<file path="src/rtl/ram_data_arbiter.sv">
// Data-port arbiter for the shared instruction/data RAM: Ibex LSU vs UART loader.
// Round-robin with a UART burst lock, Ibex starvation guard and per-master response routing.
module ram_data_arbiter #(
  parameter int unsigned ADDR_WIDTH   = 12,
  parameter int unsigned STARVE_LIMIT = 8
) (
  input  logic                  clk,
  input  logic                  rst,
  input  logic                  ibex_req_i,
  input  logic [ADDR_WIDTH-1:0] ibex_addr_i,
  input  logic                  ibex_we_i,
  input  logic [3:0]            ibex_be_i,
  input  logic [31:0]           ibex_wdata_i,
  output logic                  ibex_gnt_o,
  output logic                  ibex_rvalid_o,
  output logic [31:0]           ibex_rdata_o,
  input  logic                  uart_req_i,
  input  logic [ADDR_WIDTH-1:0] uart_addr_i,
  input  logic                  uart_we_i,
  input  logic [3:0]            uart_be_i,
  input  logic [31:0]           uart_wdata_i,
  output logic                  uart_gnt_o,
  output logic                  uart_rvalid_o,
  output logic [31:0]           uart_rdata_o,
  input  logic                  uart_lock_i,
  output logic                  ram_req_o,
  output logic [ADDR_WIDTH-1:0] ram_addr_o,
  output logic                  ram_we_o,
  output logic [3:0]            ram_be_o,
  output logic [31:0]           ram_wdata_o,
  input  logic [31:0]           ram_rdata_i,
  output logic                  locked_o
);

  localparam int unsigned CNT_W      = 8;
  localparam logic [CNT_W-1:0] STARVE_MAX = CNT_W'(STARVE_LIMIT);

  typedef enum logic {UNLOCKED, LOCKED} state_t;
  typedef enum logic {OWN_IBEX, OWN_UART} owner_t;

  state_t           state_q;
  owner_t           last_grant_q;
  owner_t           owner_q;
  logic             pending_q;
  logic [CNT_W-1:0] starve_q;

  logic lock_eff;
  logic starved;
  logic ibex_win;
  logic uart_win;

  // Lock release takes effect in the same cycle uart_lock_i drops.
  assign lock_eff = (state_q == LOCKED) && uart_lock_i;
  assign starved  = ibex_req_i && (starve_q == STARVE_MAX);

  always_comb begin
    ibex_win = 1'b0;
    uart_win = 1'b0;
    if (!rst) begin
      if (starved) begin
        ibex_win = 1'b1;
      end else if (lock_eff) begin
        if (uart_req_i) uart_win = 1'b1;
        else            ibex_win = ibex_req_i;
      end else if (ibex_req_i && uart_req_i) begin
        if (last_grant_q == OWN_UART) ibex_win = 1'b1;
        else                          uart_win = 1'b1;
      end else begin
        ibex_win = ibex_req_i;
        uart_win = uart_req_i;
      end
    end
  end

  assign ibex_gnt_o = ibex_win;
  assign uart_gnt_o = uart_win;
  assign ram_req_o  = ibex_win | uart_win;

  // Idle port presents the Ibex request fields.
  assign ram_addr_o  = uart_win ? uart_addr_i  : ibex_addr_i;
  assign ram_we_o    = uart_win ? uart_we_i    : ibex_we_i;
  assign ram_be_o    = uart_win ? uart_be_i    : ibex_be_i;
  assign ram_wdata_o = uart_win ? uart_wdata_i : ibex_wdata_i;

  always_ff @(posedge clk) begin
    if (rst) begin
      state_q      <= UNLOCKED;
      last_grant_q <= OWN_UART;
      owner_q      <= OWN_IBEX;
      pending_q    <= 1'b0;
      starve_q     <= '0;
    end else begin
      case (state_q)
        UNLOCKED: if (uart_win && uart_lock_i) state_q <= LOCKED;
        LOCKED:   if (!uart_lock_i)            state_q <= UNLOCKED;
        default:                               state_q <= UNLOCKED;
      endcase

      if (ibex_win)      last_grant_q <= OWN_IBEX;
      else if (uart_win) last_grant_q <= OWN_UART;

      if (!ibex_req_i || ibex_win)   starve_q <= '0;
      else if (starve_q != STARVE_MAX) starve_q <= starve_q + CNT_W'(1);

      pending_q <= ibex_win | uart_win;
      if (ibex_win)      owner_q <= OWN_IBEX;
      else if (uart_win) owner_q <= OWN_UART;
    end
  end

  // A response still pending when reset arrives is dropped.
  assign ibex_rvalid_o = pending_q && (owner_q == OWN_IBEX) && !rst;
  assign uart_rvalid_o = pending_q && (owner_q == OWN_UART) && !rst;
  assign ibex_rdata_o  = ibex_rvalid_o ? ram_rdata_i : 32'h0;
  assign uart_rdata_o  = uart_rvalid_o ? ram_rdata_i : 32'h0;
  assign locked_o      = lock_eff && !rst;

endmodule

</file>
<file path="config.mk">
export PLATFORM = sky130hd
export DESIGN_NAME = ram_data_arbiter
export DESIGN_NICKNAME = d
export VERILOG_FILES = /design/src/rtl/ram_data_arbiter.sv
export SDC_FILE = /design/constraint.sdc
export NUM_CORES = 1
export LEC_CHECK = 0
export BUFFER_PORTS_ARGS = -buffer_cell sky130_fd_sc_hd__buf_2
export CAP_MARGIN = 10
export CORE_AREA = 2 2 99 101
export CTS_BUF_LIST = sky130_fd_sc_hd__clkbuf_4 sky130_fd_sc_hd__clkbuf_8
export DETAILED_ROUTE_END_ITERATION = 10
export DIE_AREA = 0 0 101 103
export GPL_TIMING_DRIVEN = 0
export PLACE_DENSITY = 0.67
export SLEW_MARGIN = 0
export SYNTH_ARGS = -nofsm -noshare
export SYNTH_HDL_FRONTEND = slang
export SYNTH_SLANG_ARGS = --single-unit
export TNS_END_PERCENT = 50
</file>
<file path="constraint.sdc">
create_clock -name clk -period 4.3 [get_ports clk]
set_input_delay 0.215 -clock clk [delete_from_list [all_inputs] [get_ports clk]]
set_output_delay 0.215 -clock clk [all_outputs]
set_load 0.005 [all_outputs]
</file>
==> run summary <==
Final period utilization - 61.2%
Commonest register cell after synthesis - sky130_fd_sc_hd__dfxtp_1
Sequential cell area - 240 um^2
Final count of pins violating max slew - 0
Status - complete, no violations
Highest cell delay on the worst timing path - 520 ps
Busiest grt layer - met2
Initial antenna violation count - 0
Fin nets - 585
Syn_area_per_cell - 9.56 um^2
Minimum clock period after layout - 2630 ps
Power per cell area - 145 nW/um^2
Final core occ - 34.7%
Average wire length per cell after detail routing - 13.3 um
Number of core rows - 36
CTS Hold Bufs - 0
Number of setup buffers added after CTS - 0
Final hold vios - 0
Count of inserted antenna diode cells - 0
Crit path setup slack, layout - 1670 ps
Combinational group share of total power - 50.1%
RSZ-0062 raised after global routing - no
Met1 layer usage reported by global route - 16.2%
P&R area growth vs syn - 79.9%
Post-Synthesis Net Count - 328
Clk_lat worst skew - 240 ps
Met2 layer usage reported by global route - 20.1%
Data required time of the worst path - 4090 ps
Overall die height - 103 um
Total buffers and inverters traversed by the critical path - 3
Total negative setup slack - 0 ps
Die outline area - 10400 um^2
Cell type of the slowest stage on the worst timing path - sky130_fd_sc_hd__a221oi_4
Upper clock frequency limit - 0.380 GHz
Asr flop ratio synth - 0%
Final instance area - 3280 um^2
Post-cts gate resize count - 0
CTS H-Tree Depth - 1
Total of fill cells in the finished design - 989
Detailed-placement wirelength estimate - 6.58 mm
Core area - 9460 um^2
Max VDD drop - 151 uV
Dominant delay contributor by cell family on the critical path - compound AO/OA/AOI/OAI gates
Net switching power figure - 0.132 mW
Cells taking the most area after synthesis - sky130_fd_sc_hd__mux2_4 33%, sky130_fd_sc_hd__and2_1 22%, sky130_fd_sc_hd__dfxtp_1 13%
Fraction of final layout cells with drive strength greater than 1 - 71.4%
Final setup viols - 0
DRT iter0 DRCs - 56
Critical path start-end classification - reg2out
Library cell with the largest summed area after synthesis - sky130_fd_sc_hd__mux2_4
Number of max-capacitance violations reported - 0
Number of global-route vias before repair - 2046
Instance area after placement - 3230 um^2
CP Cell Sequence - inv_1 -> ha_1 -> and4bb_4 -> a221oi_4 -> buf_6 -> mux2_4 -> buf_2
Fin Clk Skew - 3.62 ps
Sort of element at the end of the critical path - output port
Commonest cells in the netlist - 64 x sky130_fd_sc_hd__and2_1, 40 x sky130_fd_sc_hd__mux2_4, 12 x sky130_fd_sc_hd__dfxtp_1, 9 x sky130_fd_sc_hd__mux2_2, 7 x sky130_fd_sc_hd__clkbuf_1
Worst Tran Pin Value - 616 ps
Clock input transition at the sequential cells of the worst setup and hold paths - 50 ps
Ports - 254
Root cell of the clock tree - sky130_fd_sc_hd__clkbuf_8
CP max FO - 10
LEAKAGE - 1.91 nW
Sort of element at the start of the critical path - flip-flop
Number of warnings issued by yosys - 0
Post-synth cell types - 32
Clock buffers created by TritonCTS - 3
Residual DRC - 0
Met3 track utilization from global routing - 2.17%
Routability Congestion - 0.790
Sequential cell fraction of total power - 24.4%
#FFs+latches synth - 12
Initial cell density of the core - 19.3%
EDFF count, synth - 0
Proportion of synthesized chip area in sequential cells - 13.2%
Detail Route Antenna Nets - 0
Worst slack at placement - 1880 ps
Number of clock sinks seen by CTS - 12
Die X-Extent - 101 um
Worst max-slew margin expressed relative to the limit - 58.8%
Ratio of routed vias to standard cells - 4.22
Cell-internal power - 0.344 mW
Hold Crit Class - in2reg
CTS tree - built
Cell with the most instances after synthesis - sky130_fd_sc_hd__and2_1
Area used by multi-input combinational logic - 1480 um^2
Global route overflow - 0
Sw frac - 27.7%
Mapped Cells - 191
Maximum number of pins on one net before global-route repair - 11
Share of total power in the clock network - 25.5%
Total detailed-routing wirelength - 7.45 mm
Post-Route Hold Slack - 219 ps
Synth Cell Area - 1830 um^2
Worst endpoint data arrival time - 2420 ps
Global-route wire length before repair - 9.94 mm
Area share of the largest cell type after synthesis - 32.9%
CTS max path bufs - 2
Number of iterations in the first detailed-routing pass - 4
GRT Overall Usage - 11.8%
Number of vias after detailed routing - 2368
Count of port buffers added during placement - 252
[state kept, by name (all words and copies together) (netlist names)]
signal / count
starve_q: 8
pending_q: 1
owner_q: 1
last_grant_q: 1
state_q: 1
[final cells by class]
class | count | area share, %
Tap cell | 114 | 4.34
Inverter | 5 | 0.571
Timing Repair Buffer | 252 | 38.4
Multi-Input combinational cell | 162 | 45.2
Buffer | 12 | 2.51
Sequential cell | 12 | 7.31
Clock buffer | 4 | 1.68
[cell usage in the layout (no fill, tap or decap)]
cell                          n
sky130_fd_sc_hd__a21boi_0     1
sky130_fd_sc_hd__and4bb_4     1
sky130_fd_sc_hd__nand4bb_2    1
sky130_fd_sc_hd__and3b_1      2
sky130_fd_sc_hd__xnor2_1      1
sky130_fd_sc_hd__dfxtp_1     12
sky130_fd_sc_hd__nand4_1      1
sky130_fd_sc_hd__or2_2        3
sky130_fd_sc_hd__clkbuf_8     4
sky130_fd_sc_hd__xor2_1       2
sky130_fd_sc_hd__buf_6        5
sky130_fd_sc_hd__o211ai_1     1
sky130_fd_sc_hd__nand2b_1     2
sky130_fd_sc_hd__a21oi_1      5
sky130_fd_sc_hd__nor3b_1      2
sky130_fd_sc_hd__a222oi_1     1
sky130_fd_sc_hd__a21bo_2      1
sky130_fd_sc_hd__nor4b_4      1
sky130_fd_sc_hd__ha_1         2
sky130_fd_sc_hd__a311oi_1     1
sky130_fd_sc_hd__nand2_1      2
sky130_fd_sc_hd__or3_1        4
sky130_fd_sc_hd__inv_1        5
sky130_fd_sc_hd__and4_1       2
sky130_fd_sc_hd__and2_1      64
sky130_fd_sc_hd__o21ai_0      3
sky130_fd_sc_hd__buf_2      252
sky130_fd_sc_hd__a21o_2       1
sky130_fd_sc_hd__mux2_4      40
sky130_fd_sc_hd__a221oi_4     1
sky130_fd_sc_hd__nand3_1      4
sky130_fd_sc_hd__mux2_2       9
sky130_fd_sc_hd__clkbuf_1     7
sky130_fd_sc_hd__nor2_1       4
[final timing paths]
path	start	endpoint	slack [ps]	cells past startpoint
worst max-delay path	starve_q[0]	ram_wdata_o[7]	1670	7
worst min-delay path	uart_lock_i	state_q	220	2
worst max register to register	starve_q[0]	state_q	2460	6
worst min register to register	starve_q[7]	starve_q[7]	490	2
[kinds of logic after synthesis]
group                    count (synthesis)  synth area share, %
adder cells (fa/ha/maj)                  2                 1.37
multiplexers                            49                 38.5
AO/OA/AOI/OAI                           15                 6.51
flip-flops                              12                 13.2
AND/OR/NAND/NOR                         93                 33.5
XOR/XNOR                                 3                 1.44
buffers and inverters                   17                 5.55
[per-stage QoR]
step                      std cells  total power [mW]
final                           561             0.475
after global routing            561             0.507
after CTS                       561             0.481
after detailed placement        557             0.357
after global placement          557             0.354
after floorplan                 191             0.231
[power by group through the flow]
stage	registers, mW	logic (mW)	clock network, mW
after floorplan	0.118	0.113	0
after detailed placement	0.118	0.239	0
after global routing	0.116	0.260	0.132
after CTS	0.116	0.240	0.125
final	0.116	0.238	0.121
after global placement	0.118	0.236	0
[per-layer routing]
metal	wire length, um	part of all wire [%]
met5	0	0
met3	492	6.6
met1	3200	43
met4	27	0.36
met2	3730	50
Power figures use the tool's default switching activity.
